===== src/rtl/elev_pkg.sv =====
// Shared types and constants for the lift door controller.
//   door_state_t : door FSM state, also driven out on door_state
//   NUM_FLOORS   : width of the one-hot floor buses
package elev_pkg;

    localparam int NUM_FLOORS = 4;

    typedef enum logic [1:0] {
        CLOSED  = 2'd0,
        OPENING = 2'd1,
        OPEN    = 2'd2,
        CLOSING = 2'd3
    } door_state_t;

endpackage


===== src/rtl/door_ctrl_if.sv =====
// Signal bundle between the lift controller and the door controller.
//   master : lift side  - drives stop_req, floor_onehot, buttons, obstruct
//   slave  : door side  - drives motion_en, door_state, door_open,
//                         served_pulse, fault
interface door_ctrl_if;
    import elev_pkg::*;

    logic                  stop_req;
    logic [NUM_FLOORS-1:0] floor_onehot;
    logic                  door_open_btn;
    logic                  door_close_btn;
    logic                  obstruct;
    logic                  motion_en;
    door_state_t           door_state;
    logic                  door_open;
    logic [NUM_FLOORS-1:0] served_pulse;
    logic                  fault;

    modport master (
        output stop_req, floor_onehot, door_open_btn, door_close_btn, obstruct,
        input  motion_en, door_state, door_open, served_pulse, fault
    );

    modport slave (
        input  stop_req, floor_onehot, door_open_btn, door_close_btn, obstruct,
        output motion_en, door_state, door_open, served_pulse, fault
    );

endinterface


===== src/rtl/door_timer.sv =====
// Loadable down-counter used to time the OPENING/OPEN/CLOSING phases.
//   clk, rst  : clock, synchronous active-low reset
//   load      : load load_val this cycle (wins over counting)
//   load_val  : value to load; a phase of N cycles loads N-1
//   done      : count has reached zero
// The counter holds at zero instead of wrapping.
module door_timer #(
    parameter int W = 5
) (
    input  logic         clk,
    input  logic         rst,
    input  logic         load,
    input  logic [W-1:0] load_val,
    output logic         done
);

    logic [W-1:0] count;

    always_ff @(posedge clk) begin
        if (!rst)
            count <= '0;
        else if (load)
            count <= load_val;
        else if (count != '0)
            count <= count - W'(1);
    end

    assign done = (count == '0);

endmodule


===== src/rtl/door_ctrl.sv =====
// Lift door controller: opens the door when the car stops at a floor,
// holds it open for a dwell time, closes it, and reopens on obstruction
// or the open button. Too many reopens in one stop latch a fault that
// keeps the door open until reset.
//   clk, rst : clock, synchronous active-low reset
//   bus      : door_ctrl_if.slave (inputs from the lift, registered outputs)
module door_ctrl
    import elev_pkg::*;
#(
    parameter int OPEN_CYCLES  = 4,
    parameter int DWELL_CYCLES = 10,
    parameter int CLOSE_CYCLES = 4,
    parameter int MAX_REOPEN   = 3
) (
    input  logic        clk,
    input  logic        rst,
    door_ctrl_if.slave  bus
);

    localparam int MAX_OD  = (OPEN_CYCLES > DWELL_CYCLES) ? OPEN_CYCLES : DWELL_CYCLES;
    localparam int MAX_CYC = (MAX_OD > CLOSE_CYCLES) ? MAX_OD : CLOSE_CYCLES;
    localparam int TW      = $clog2(MAX_CYC) + 1;
    localparam int RW      = $clog2(MAX_REOPEN + 1) + 1;

    localparam logic [TW-1:0] OPEN_LD  = TW'(OPEN_CYCLES - 1);
    localparam logic [TW-1:0] DWELL_LD = TW'(DWELL_CYCLES - 1);
    localparam logic [TW-1:0] CLOSE_LD = TW'(CLOSE_CYCLES - 1);
    localparam logic [RW-1:0] REOPEN_MAX = RW'(MAX_REOPEN);

    door_state_t           state, state_n;
    logic [RW-1:0]         reopen_cnt, reopen_cnt_n;
    logic [NUM_FLOORS-1:0] floor_lat, floor_lat_n;
    logic                  fault_q, fault_n;
    logic                  prev_stop, stop_low_seen;
    logic                  motion_q, open_q;
    logic [NUM_FLOORS-1:0] served_q;

    logic                  tmr_load;
    logic [TW-1:0]         tmr_val;
    logic                  tmr_done;

    logic                  stop_rise, floor_ok, reopen_req;

    // A rise only counts once stop_req has been seen low since reset, so a
    // stop_req still held high across a reset does not reopen the door.
    assign stop_rise  = bus.stop_req & ~prev_stop & stop_low_seen;
    assign floor_ok   = $onehot(bus.floor_onehot);
    // obstruct and the open button both outrank the close button
    assign reopen_req = bus.obstruct | bus.door_open_btn;

    door_timer #(.W(TW)) u_timer (
        .clk      (clk),
        .rst      (rst),
        .load     (tmr_load),
        .load_val (tmr_val),
        .done     (tmr_done)
    );

    always_comb begin
        state_n      = state;
        reopen_cnt_n = reopen_cnt;
        floor_lat_n  = floor_lat;
        fault_n      = fault_q;
        tmr_load     = 1'b0;
        tmr_val      = '0;
        unique case (state)
            CLOSED: begin
                if (floor_ok && (stop_rise || (bus.door_open_btn && bus.stop_req))) begin
                    state_n     = OPENING;
                    floor_lat_n = bus.floor_onehot;
                    tmr_load    = 1'b1;
                    tmr_val     = OPEN_LD;
                end
            end
            OPENING: begin
                if (tmr_done) begin
                    state_n  = OPEN;
                    tmr_load = 1'b1;
                    tmr_val  = DWELL_LD;
                end
            end
            OPEN: begin
                // a faulted door stays open until reset
                if (!fault_q) begin
                    if (reopen_req) begin
                        tmr_load = 1'b1;
                        tmr_val  = DWELL_LD;
                    end else if (bus.door_close_btn || tmr_done) begin
                        state_n  = CLOSING;
                        tmr_load = 1'b1;
                        tmr_val  = CLOSE_LD;
                    end
                end
            end
            CLOSING: begin
                if (reopen_req) begin
                    state_n  = OPENING;
                    tmr_load = 1'b1;
                    tmr_val  = OPEN_LD;
                    if (reopen_cnt == REOPEN_MAX)
                        fault_n = 1'b1;
                    else
                        reopen_cnt_n = reopen_cnt + RW'(1);
                end else if (tmr_done) begin
                    state_n      = CLOSED;
                    reopen_cnt_n = '0;
                    floor_lat_n  = '0;
                end
            end
            default: state_n = CLOSED;
        endcase
    end

    always_ff @(posedge clk) begin
        if (!rst) begin
            state         <= CLOSED;
            reopen_cnt    <= '0;
            floor_lat     <= '0;
            fault_q       <= 1'b0;
            prev_stop     <= 1'b0;
            stop_low_seen <= 1'b0;
            motion_q      <= 1'b1;
            open_q        <= 1'b0;
            served_q      <= '0;
        end else begin
            state         <= state_n;
            reopen_cnt    <= reopen_cnt_n;
            floor_lat     <= floor_lat_n;
            fault_q       <= fault_n;
            prev_stop     <= bus.stop_req;
            stop_low_seen <= stop_low_seen | ~bus.stop_req;
            motion_q      <= (state_n == CLOSED) && !fault_n;
            open_q        <= (state_n == OPEN);
            // reopens (count > 0) and the fault path re-enter OPEN silently
            served_q      <= (state == OPENING && state_n == OPEN &&
                              reopen_cnt == '0 && !fault_q) ? floor_lat : '0;
        end
    end

    assign bus.door_state   = state;
    assign bus.motion_en    = motion_q;
    assign bus.door_open    = open_q;
    assign bus.served_pulse = served_q;
    assign bus.fault        = fault_q;

endmodule


===== src/flat_wrapper.sv =====
// flat-port wrapper written by rule: the top's interface ports become plain ports
module door_ctrl_flat import elev_pkg::*;
#(
    parameter int OPEN_CYCLES  = 4,
    parameter int DWELL_CYCLES = 10,
    parameter int CLOSE_CYCLES = 4,
    parameter int MAX_REOPEN   = 3
)
  (clk, rst, bus_stop_req, bus_floor_onehot, bus_door_open_btn, bus_door_close_btn, bus_obstruct, bus_motion_en, bus_door_state, bus_door_open, bus_served_pulse, bus_fault);
  door_ctrl_if bus_i ();
  input  logic clk;
  input  logic rst;
  input wire logic [$bits(bus_i.stop_req)-1:0] bus_stop_req;
  input wire logic [$bits(bus_i.floor_onehot)-1:0] bus_floor_onehot;
  input wire logic [$bits(bus_i.door_open_btn)-1:0] bus_door_open_btn;
  input wire logic [$bits(bus_i.door_close_btn)-1:0] bus_door_close_btn;
  input wire logic [$bits(bus_i.obstruct)-1:0] bus_obstruct;
  output wire logic [$bits(bus_i.motion_en)-1:0] bus_motion_en;
  output wire logic [$bits(bus_i.door_state)-1:0] bus_door_state;
  output wire logic [$bits(bus_i.door_open)-1:0] bus_door_open;
  output wire logic [$bits(bus_i.served_pulse)-1:0] bus_served_pulse;
  output wire logic [$bits(bus_i.fault)-1:0] bus_fault;
  assign bus_i.stop_req = bus_stop_req;
  assign bus_i.floor_onehot = bus_floor_onehot;
  assign bus_i.door_open_btn = bus_door_open_btn;
  assign bus_i.door_close_btn = bus_door_close_btn;
  assign bus_i.obstruct = bus_obstruct;
  assign bus_motion_en = bus_i.motion_en;
  assign bus_door_state = bus_i.door_state;
  assign bus_door_open = bus_i.door_open;
  assign bus_served_pulse = bus_i.served_pulse;
  assign bus_fault = bus_i.fault;
  door_ctrl #(.OPEN_CYCLES(OPEN_CYCLES), .DWELL_CYCLES(DWELL_CYCLES), .CLOSE_CYCLES(CLOSE_CYCLES), .MAX_REOPEN(MAX_REOPEN)) u_core (.clk(clk), .rst(rst), .bus(bus_i));
endmodule

===== config.mk =====
export PLATFORM = sky130hd
export DESIGN_NAME = door_ctrl_flat
export DESIGN_NICKNAME = d
export VERILOG_FILES = /design/src/rtl/elev_pkg.sv /design/src/rtl/door_ctrl_if.sv /design/src/rtl/door_timer.sv /design/src/rtl/door_ctrl.sv /design/src/flat_wrapper.sv
export SDC_FILE = /design/constraint.sdc
export NUM_CORES = 1
export LEC_CHECK = 0
export BUFFER_PORTS_ARGS = -buffer_cell sky130_fd_sc_hd__buf_2
export CORE_MARGIN = 3
export CORE_UTILIZATION = 59
export DETAILED_ROUTE_END_ITERATION = 10
export GPL_TIMING_DRIVEN = 1
export PLACE_DENSITY = 0.82
export SETUP_SLACK_MARGIN = 0.2
export SYNTH_ARGS = -nofsm -noshare
export SYNTH_HDL_FRONTEND = slang
export SYNTH_SLANG_ARGS = --single-unit

===== constraint.sdc =====
create_clock -name clk -period 4.94 [get_ports clk]
set_clock_uncertainty 0.2 [all_clocks]
set_input_delay 0.988 -clock clk [delete_from_list [all_inputs] [get_ports clk]]
set_output_delay 0.988 -clock clk [all_outputs]
set_load 0.02 [all_outputs]

; Word level (Yosys, flattened, before mapping)
; Cells that the tools add are included.
[op_classes]
add_sub_neg = 5
mul = 0
n_div = 0
order_cmp = 0
n_eq_ne = 10
shift = 0
muxes = 34
bitwise = 6
reduce_logical = 21
[ops]
columns = cell, count
row1 = two-way mux 2 bit, 10
row2 = two-way mux 5 bit, 4
row3 = one-hot mux 5 bit (4 select lines), 1
row4 = two-way mux 4 bit, 4
row5 = two-way mux 1 bit, 9
row6 = two-way mux 3 bit, 3
row7 = one-hot mux 2 bit (4 select lines), 1
row8 = one-hot mux 4 bit (2 select lines), 1
row9 = "== test 2 bit, second input constant", 3
row10 = logical AND 1 bit, 6
row11 = nonzero test 2 bit, 3
row12 = zero test 5 bit, 1
row13 = nonzero test 5 bit, 1
row14 = "subtractor 5 x 1 -> 5 bit, second input constant", 1
row15 = adder 1 x 1 -> 2 bit, 2
row16 = zero test 2 bit, 2
row17 = "!= test 2 x 1 -> 1 bit, second input constant", 2
row18 = "!= test 2 bit, second input constant", 2
row19 = one-hot mux 1 bit (4 select lines), 1
row20 = AND reduction 4 bit, 1
row21 = "adder 3 x 1 -> 3 bit, second input constant", 1
row22 = adder 3 bit, 1
row23 = "== test 3 x 1 -> 1 bit, second input constant", 1
row24 = "== test 3 x 2 -> 1 bit, second input constant", 1
row25 = other kinds (9), 14
[word_totals]
register_bits = 23
latchBits = 0
ram_bits = 0
mem_bits_ro = 0
in_bits = 10
output_inout_bits = 9
n_memories = 0

; Longest topological paths before layout
; Gate-level depths: netlist of the first run.
[logic_depth]
word_depth = 12
ltp_mapped = 7

; Hierarchy
; From an unflattened synthesis of the first run, not the netlist that was laid out.
[hier_totals]
cells_unflattened = 133
hier_area_um2 = 1213.7
[by_module_without_submodules]
columns = module, n_inst, cells_each, area_per_inst_um2, seq_area_each_um2
row1 = door_ctrl, 1, 99, 913.4, 360.3
row2 = door_timer, 1, 34, 300.3, 100.1

; Worst setup path before layout of the first run
; Ideal clock, no wire load.
[synth_timing]
path_type = input port to flip-flop
startpoint = input port bus_floor_onehot[0]
endpoint = register u_core.u_timer.count[3]
setup_time_ns = 0.059
t_arrival_ns = 2.856
required_ns = 4.681
slack_ns = 1.825
stages = 7
n_path_buf = 0
path_cell_list = ha_1 > ha_1 > fa_1 > and4bb_1 > o21ai_0 > a221oi_2 > o211a_1
[synth_between]
elab_chain_cells = 7
[synth_lines]
columns = item, line
row1 = from (decl), flat_wrapper.sv:14  ; input wire logic [$bits(bus_i.floor_onehot)-1:0] bus_floor_onehot;
row2 = adder 1 x 1 -> 2 bit (implied by the code) *, door_ctrl.sv:47  ; assign floor_ok = $onehot(bus.floor_onehot);
row3 = adder 3 bit (implied by the code) *, door_ctrl.sv:47
row4 = == test 3 x 1 -> 1 bit *, door_ctrl.sv:47
row5 = logical AND 1 bit *, door_ctrl.sv:68  ; if (floor_ok && (stop_rise || (bus.door_open_btn && bus.stop_req))) begin
row6 = two-way mux 1 bit *, door_ctrl.sv:68
row7 = one-hot mux 1 bit (4 select lines) *, door_ctrl.sv:66  ; unique case (state)
row8 = two-way mux 5 bit / nonzero test 2 bit (equally long branches), n/a
row9 = to (signal assigned), door_timer.sv:23  ; count <= load_val;
row10 = to (signal assigned), door_timer.sv:25  ; count <= count - W'(1);
row11 = to (decl), door_timer.sv:17  ; logic [W-1:0] count;
; Mark *: on every way between the ends. The rest lies on a longest branch, timed or not.
; A chain may end at the register's enable or synchronous reset.

; Worst setup path in the final report of the first run
; Ends and elaborated chain as after synthesis.

==> results.toml, run 1 <==
[power_and_ir_drop]
power.density_nw_per_um2 = 404
pwr-share-comb = 0.378
clkPwrFrac = 0.159
netSwitchingFraction = 0.365
p_sw_w = 0.000193
p_seq_frac = 0.463
p_leak_nw = 0.537
ir_drop_uv = 431
cell_internal_pwr_w = 0.000336

[finish]
layout_commonest_cell = "dfxtp_1"
layout_common_cells = "dfxtp_1, buf_2, a21oi_1"
fill_cells = 150
nets = 169
antenna-diode-count = 0
drive_gt1_frac = 0.181
area_growth_pct = 9.63

[sta]
finalCritPeriodShare = 0.631
setup_ws_ns = 1.82
max-slew-margin-rel = 0.650
slew_violations = 0
setup_violations = 0
tns_ns = 0
rsz0062_at_grt = "false"
worst_slew_pin_slew_ns = 0.520
fmax_mhz = 321
hold_viol_final = 0
min_period_ns = 3.12

[clocking]
cts_resized = 0
htreeDepth = 1
clock_sinks = 23
cts_tree = "done"
root_buffer = "clkbuf_4"
path_clk_slew_ns = 0.11
ctsHoldBuffers = 0
cts.path.max_buffers = 2
post_cts_buffers = 0
numCtsBuffers = 3
clk_latency_ns = 0.30

[critical_path]
critPathLaunchType = "input port"
rr_worst_depth = 6
slowest_stage = "fa_1"
crit_chain = "buf_2 -> ha_1 -> ha_1 -> fa_1 -> and4bb_1 -> o21ai_0 -> a221oi_2 -> o211a_1"
critical_path_required_ns = 4.99
path_class = "input port to flop"
reg2reg_slack_ns = 2.72
arrival_ns = 3.17
cpPeakStageDelay_ns = 0.43
r2r-end = "u_core.bus.served_pulse[0]$_SDFF_PN0_"
reg2reg_from = "u_core.u_timer.count[0]$_SDFFE_PN0P_"
crit_top_cell = "ha_1"
cp-startpoint = "bus_floor_onehot[0]"
crit_buf_inv = 1
cp_max_fo = 6
cp-end-kind = "flop"
crit_family = "adder cells"

[placed_design]
post-place-ws_ns = 1.56
post-dp-hpwl_mm = 1.80
io_buffers = 18
gp_congestion = 0.835

[drt]
vias_per_cell = 5.89
drt-total-wl_mm = 2.40
wl_per_cell_um = 13.8
drc = 0
drtIter0Drc = 31
firstDrtPassIters = 4
vias = 1025
ant_nets = 0

[yosys]
syn_nets = 152
async_reset_ff_frac = 0
synth_cell_type_count = 40
netlist_instances = 133
synthFlopType = "dfxtp_1"
ys_warn_count = 0
avgSynthCellArea_um2 = 8.98
syn-cell-area_um2 = 1190
synth_seq_cells = 23
ys_seq_area_frac = 0.385
synth_enable_flop_cells = 0

[grt]
grt_max_degree = 15
overflow = 0
grt_use_total = 0.202
antenna_found_initial = 0
grt_pass1_vias = 971
grt_pass1_wl_mm = 4.03

[die]
placementRows = 15
start_util = 0.656
die_x_um = 51
core_area_um2 = 1820
die_y_um = 51
io_pins = 19
die_area_um2 = 2600

[job]
cap_violations = 0

[min_path]
min_from = "u_core.stop_low_seen$_SDFF_PN0_"
whs_path_depth = 2
hold_end = "u_core.stop_low_seen$_SDFF_PN0_"
min_path_type = "flop to flop"

[outcome]
outcome = "finished, final reports clean"
cells in the mapped netlist, types with 2 or more instances:
| master | n | area [µm²] |
|---|---|---|
| ha_1 | 8 | 100 |
| inv_1 | 9 | 33.8 |
| a21oi_1 | 12 | 60.1 |
| o211a_1 | 2 | 20.0 |
| nand2_1 | 11 | 41.3 |
| nor2_1 | 9 | 33.8 |
| o211ai_1 | 3 | 22.5 |
| clkbuf_1 | 2 | 7.51 |
| nor3_1 | 3 | 15.0 |
| dfxtp_1 | 23 | 460 |
| a22oi_1 | 2 | 15.0 |
| o21ai_0 | 6 | 30.0 |
| nand3_1 | 5 | 25.0 |
| o2111ai_1 | 5 | 43.8 |
| and2_1 | 5 | 31.3 |
| buf_4 | 2 | 15.0 |
| xnor2_1 | 3 | 26.3 |
routing by layer:
metal	track usage	part of all wire	routed length, µm	up-vias
met3	0.0350	0.060	143	4
met2	0.348	0.48	1140	38
met1	0.241	0.45	1080	471
li1	-	-	-	512
met5	0	0	0	-
met4	0.0942	0.012	28	0
worst min-delay path, delay by kind of cell, from the launching register on:
kind	cells	cell delay, ns
AOI/OAI and AO/OA	1	0.05
DFF	1	0.33
buffers and inverters	1	0.05
cell type report:
cell class                 instances  area, µm²  area share
sequential                        23        460       0.351
tap                               25       31.3      0.0239
timing repair buffer              18       90.1      0.0688
multi-input combinational         95        668       0.510
inverter                           9       33.8      0.0258
clock buffer                       4       26.3      0.0201
worst max-delay path by stage:
stage	endpoint	slack, ns	cells after the start
after global placement	u_core.u_timer.count[3]$_SDFFE_PN0P_	1.62	8
final	u_core.u_timer.count[3]$_SDFFE_PN0P_	1.82	8
after detailed placement	u_core.u_timer.count[3]$_SDFFE_PN0P_	1.56	8
after global routing	u_core.u_timer.count[3]$_SDFFE_PN0P_	1.71	8
after floorplan	u_core.u_timer.count[3]$_SDFFE_PN0P_	1.83	7
after CTS	u_core.u_timer.count[3]$_SDFFE_PN0P_	1.84	8
power groups by stage:
| stage | clock network, W | logic, W | registers (W) |
|---|---|---|---|
| detailed placement | 0 | 0.000196 | 0.000247 |
| floorplan | 0 | 0.000166 | 0.000244 |
| finish | 0.0000839 | 0.000200 | 0.000245 |
| global placement | 0 | 0.000190 | 0.000247 |
| global route | 0.0000929 | 0.000221 | 0.000248 |
| CTS | 0.0000863 | 0.000199 | 0.000244 |
sequential cells by signal (all words and copies together), names as in the netlist:
| register | flops |
|---|---|
| u_core.bus.door_state | 2 |
| u_core.bus.served_pulse | 4 |
| u_core.u_timer.count | 5 |
| u_core.reopen_cnt | 3 |
| u_core.bus.fault | 1 |
| u_core.floor_lat | 4 |
| u_core.stop_low_seen | 1 |
| u_core.prev_stop | 1 |
| u_core.bus.motion_en | 1 |
| u_core.bus.door_open | 1 |
cell families after synthesis:
kind of cell | share of synthesized area
xor gates and xnor gates | 0.0293
adders and majority gates | 0.101
DFF | 0.385
buffers and inverters | 0.0555
and+or+nand+nor | 0.217
AOI/OAI and AO/OA | 0.213
per-stage QoR:
step                utilization  power, W  area [µm²]  hold slack (ns)  instances
floorplan                     -  0.000410        1190            0.225        133
global placement          0.705  0.000438        1280            0.234        170
detailed placement        0.705  0.000443        1280            0.248        170
CTS                       0.720  0.000529        1310            0.266        174
global route              0.720  0.000562        1310            0.293        174
finish                    0.720  0.000529        1310            0.264        174
No activity file was read; power rests on OpenSTA's default activity.
==> inputs of run 2 (changes only) <==
- CORE_UTILIZATION: 59 -> 54
- PLACE_DENSITY: 0.82 -> 0.76
- clock period: 4.94 -> 3.15 ns (I/O delays scaled with it)
==> run 2 against run 1 <==
Compared with the run above:
- flip-flop and latch count is the same
- clock power up 69%
- clock-buffer cell count is 1 lower
- first-iteration DRC count fell by 39%
- wire length is 0.71% lower
- critical path type unchanged
==> results.toml, run 2 (same netlist as run 1, synthesis figures left out) <==
[grt]
grt_max_degree = 15
antenna_found_initial = 0
grt_pass1_wl_mm = 4.02
overflow = 0
grt_use_total = 0.195
grt_pass1_vias = 916

[critical_path]
reg2reg_from = "u_core.u_timer.count[0]$_SDFFE_PN0P_"
r2r-end = "u_core.bus.served_pulse[0]$_SDFF_PN0_"
critical_path_required_ns = 3.22
cp_max_fo = 6
cp-end-kind = "flop"
path_class = "input port to flop"
rr_worst_depth = 6
cp-startpoint = "bus_floor_onehot[0]"
critPathLaunchType = "input port"
reg2reg_slack_ns = 0.94
arrival_ns = 2.80

[die]
die_area_um2 = 2810
io_pins = 19
start_util = 0.591
die_y_um = 53.0
die_x_um = 53.0
placementRows = 16
core_area_um2 = 2020

[power_and_ir_drop]
cell_internal_pwr_w = 0.000527
p_leak_nw = 0.540
clkPwrFrac = 0.169
ir_drop_uv = 537
p_total_w = 0.000838
pwr-share-comb = 0.370
power.density_nw_per_um2 = 633
netSwitchingFraction = 0.371
p_sw_w = 0.000311
p_seq_frac = 0.460

[finish]
nets = 170
drive_gt1_frac = 0.193
multi_input_area_um2 = 668
fill_cells = 178
utilization = 0.655
layout_commonest_cell = "dfxtp_1"
register_area_um2 = 460
antenna-diode-count = 0
area_growth_pct = 10.8
regMostFlops = "u_core.u_timer.count"
layout_common_cells = "dfxtp_1, buf_2, a21oi_1"
largest_reg_flops = 5

[sta]
worst_slew_pin_slew_ns = 0.480
hold_viol_final = 0
max-slew-margin-rel = 0.679
fmax_mhz = 367
min_period_ns = 2.73
rsz0062_at_grt = "false"
tns_ns = 0
slew_violations = 0
finalCritPeriodShare = 0.866
setup_violations = 0

[clocking]
ctsHoldBuffers = 0
post_cts_buffers = 0
numCtsBuffers = 3
path_clk_slew_ns = 0.13
root_buffer = "clkbuf_4"
clk_latency_ns = 0.32
clock_sinks = 23
cts_tree = "done"
cts.path.max_buffers = 2
cts_resized = 0
htreeDepth = 1

[job]
cap_violations = 0

[drt]
drc = 0
firstDrtPassIters = 4
wl_per_cell_um = 13.5
vias = 1005
drt-total-wl_mm = 2.38
vias_per_cell = 5.68
ant_nets = 0
drtIter0Drc = 19

[placed_design]
post-dp-hpwl_mm = 1.80
gp_congestion = 0.788
io_buffers = 18

[min_path]
hold_end = "u_core.stop_low_seen$_SDFF_PN0_"
whs_path_depth = 2
min_from = "u_core.stop_low_seen$_SDFF_PN0_"
min_path_type = "flop to flop"

[outcome]
outcome = "finished, final reports clean"
[run 2: worst max-delay path by stage]
stage,to,cells after the start
2_1_floorplan,u_core.u_timer.count[3]$_SDFFE_PN0P_,7
3_3_place_gp,u_core.u_timer.count[3]$_SDFFE_PN0P_,8
3_5_place_dp,u_core.u_timer.count[3]$_SDFFE_PN0P_,8
4_1_cts,u_core.u_timer.count[3]$_SDFFE_PN0P_,8
5_1_grt,u_core.u_timer.count[3]$_SDFFE_PN0P_,8
6_report,u_core.u_timer.count[3]$_SDFFE_PN0P_,8
[run 2: layout make-up]
type	instances	share of cell area
repair buffers	19	0.0737
well taps	27	0.0255
clock buffers	3	0.0170
inverters	9	0.0255
clock inverters	1	0.00567
flip-flops and latches	23	0.348
multi-input cells	95	0.505
[run 2: worst max-delay path, stage by stage]
cell and delay [ns]:
buf_2 0.11, ha_1 0.29, ha_1 0.22, fa_1 0.43
and4bb_1 0.38, o21ai_0 0.14, a221oi_2 0.38, o211a_1 0.21
[run 2: power by group through the flow]
stage / Combinational (W) / Clock, W / Sequential [W]
after floorplan: 0.000260 / 0 / 0.000382
after global placement: 0.000301 / 0 / 0.000389
after detailed placement: 0.000311 / 0 / 0.000391
after CTS: 0.000313 / 0.000142 / 0.000385
after global routing: 0.000350 / 0.000155 / 0.000392
final: 0.000310 / 0.000142 / 0.000386
[run 2: per-stage QoR]
stage	cell area, µm²	setup WS, ns	hold WS, ns	std cells
final	1320	0.422	0.264	177
after global placement	1290	0.202	0.233	173
after global routing	1320	0.330	0.289	177
after CTS	1320	0.447	0.263	177
after floorplan	1190	0.393	0.225	133
after detailed placement	1290	0.107	0.244	173
[run 2: metal layers]
| layer | up-vias | wire [µm] | share of wire | global-route usage |
|---|---|---|---|---|
| met5 | - | 0 | 0 | 0 |
| met4 | 0 | 37 | 0.016 | 0.0936 |
| met3 | 4 | 98 | 0.041 | 0.0366 |
| met2 | 31 | 1150 | 0.48 | 0.320 |
| met1 | 459 | 1100 | 0.46 | 0.244 |
| li1 | 511 | - | - | - |
==> inputs of run 3 (changes only) <==
- SETUP_SLACK_MARGIN: 0.2 -> 0.5
==> run 3 against run 2 <==
Compared with the run above:
- sequential power is 1% lower
- sequential share of layout area is 1.1 points lower
- register-to-register slack worse by 0.09 ns
- worst setup slack better by 0.15 ns
- flip-flop and latch count stayed put
- critical path type unchanged
- largest cell class unchanged
- first-iteration DRC count is 11% higher
==> results.toml, run 3 (same netlist as run 1, synthesis figures left out) <==
[drt]
drc = 0
vias_per_cell = 5.87
vias = 1044
ant_nets = 0
drtIter0Drc = 21
wl_per_cell_um = 14.1
firstDrtPassIters = 4
drt-total-wl_mm = 2.51

[clocking]
numCtsBuffers = 3
cts_tree = "done"
post_cts_buffers = 0
htreeDepth = 1
clock_sinks = 23
cts.path.max_buffers = 2
ctsHoldBuffers = 0
path_clk_slew_ns = 0.13
cts_resized = 0
clk_latency_ns = 0.31
root_buffer = "clkbuf_4"

[placed_design]
post-dp-hpwl_mm = 1.85
place_area_um2 = 1320
io_buffers = 18
gp_congestion = 0.823

[sta]
min_period_ns = 2.58
tns_ns = 0
slew_violations = 0
hold_viol_final = 0
rsz0062_at_grt = "false"
setup_violations = 0
max-slew-margin-rel = 0.621
worst_slew_pin_slew_ns = 0.563
fmax_mhz = 388
finalCritPeriodShare = 0.818

[critical_path]
crit_buf_inv = 1
path_class = "input port to flop"
slowest_stage = "fa_1"
reg2reg_slack_ns = 0.85
arrival_ns = 2.60
reg2reg_from = "u_core.u_timer.count[0]$_SDFFE_PN0P_"
crit_chain = "buf_2 -> ha_4 -> ha_4 -> fa_1 -> and4bb_2 -> o211ai_1 -> o211a_1 -> a31o_2"
crit_end = "u_core.bus.motion_en$_SDFF_PN1_"
rr_worst_depth = 6
crit_family = "adder cells"
cp-end-kind = "flop"
cp_max_fo = 6
cpPeakStageDelay_ns = 0.43
critPathLaunchType = "input port"
cp-startpoint = "bus_floor_onehot[0]"
critical_path_required_ns = 3.17
cp_num_cells = 8
crit_top_cell = "ha_4"
r2r-end = "u_core.bus.served_pulse[2]$_SDFF_PN0_"

[finish]
layout_common_cells = "dfxtp_1, buf_2, a21oi_1"
regMostFlops = "u_core.u_timer.count"
drive_gt1_frac = 0.225
antenna-diode-count = 0
fill_cells = 177
final_cell_area_um2 = 1370
layout_commonest_cell = "dfxtp_1"
nets = 171
largest_reg_flops = 5
register_area_um2 = 460
area_growth_pct = 14.3
multi_input_area_um2 = 706

[grt]
top_usage_layer = "met2"
use_met1 = 0.241
grt_pass1_vias = 1000
grt_pass1_wl_mm = 4.22
overflow = 0
grt_max_degree = 15
antenna_found_initial = 0
grt_use_met2 = 0.353
grt_use_total = 0.203
met3_usage = 0.0394

[min_path]
min_path_type = "flop to flop"
min_from = "u_core.stop_low_seen$_SDFF_PN0_"

[power_and_ir_drop]
pwr-share-comb = 0.385
cell_internal_pwr_w = 0.000533
p_seq_frac = 0.452
p_leak_nw = 0.546
ir_drop_uv = 512
power.density_nw_per_um2 = 620
p_sw_w = 0.000314
clkPwrFrac = 0.163
netSwitchingFraction = 0.371

[die]
placementRows = 16
io_pins = 19
die_y_um = 53.0
core_area_um2 = 2020
die_area_um2 = 2810
start_util = 0.591
die_x_um = 53.0

[outcome]
outcome = "finished, final reports clean"

[job]
cap_violations = 0
-- run 3: worst min path at each step --
stage	end	slack [ns]	cells past startpoint
6_report	u_core.stop_low_seen$_SDFF_PN0_	0.26	2
5_1_grt	u_core.stop_low_seen$_SDFF_PN0_	0.29	2
4_1_cts	u_core.stop_low_seen$_SDFF_PN0_	0.26	2
3_5_place_dp	u_core.stop_low_seen$_SDFF_PN0_	0.25	2
3_3_place_gp	u_core.stop_low_seen$_SDFF_PN0_	0.23	2
2_1_floorplan	u_core.stop_low_seen$_SDFF_PN0_	0.23	2
-- run 3: power groups by stage --
stage	sequential (W)	clock, W	combinational, W
after floorplan	0.000382	0	0.000266
after global placement	0.000387	0	0.000318
after detailed placement	0.000390	0	0.000321
after CTS	0.000382	0.000141	0.000326
after global routing	0.000389	0.000155	0.000371
final	0.000382	0.000138	0.000326
-- run 3: final cells by class --
class / count / area share
tap: 27 / 0.0247
sequential: 23 / 0.337
inverter: 9 / 0.0247
clock inverter: 1 / 0.00366
multi-input combinational: 95 / 0.516
timing repair buffer: 20 / 0.0769
clock buffer: 3 / 0.0165
-- run 3: tightest hold or removal path: cells and delay by family (launching register included) --
| family | cells | cell delay, ns |
|---|---|---|
| buffers and inverters | 1 | 0.04 |
| AO/OA/AOI/OAI | 1 | 0.05 |
| flip-flops | 1 | 0.33 |
-- run 3: through the flow --
| step | hold WS, ns | setup slack (ns) | util | total power (W) | std cells |
|---|---|---|---|---|---|
| after detailed placement | 0.246 | 0.169 | 0.655 | 0.000710 | 172 |
| after global routing | 0.290 | 0.496 | 0.676 | 0.000915 | 178 |
| after CTS | 0.264 | 0.543 | 0.668 | 0.000849 | 176 |
| after global placement | 0.234 | 0.209 | 0.655 | 0.000704 | 172 |
| final | 0.256 | 0.572 | 0.676 | 0.000847 | 178 |
| after floorplan | 0.225 | 0.486 | - | 0.000648 | 133 |
-- run 3: metal layers --
layer	vias to the layer above	wire, µm
li1	511	-
met1	488	1120
met2	41	1250
met3	4	120
met4	0	15
met5	-	0
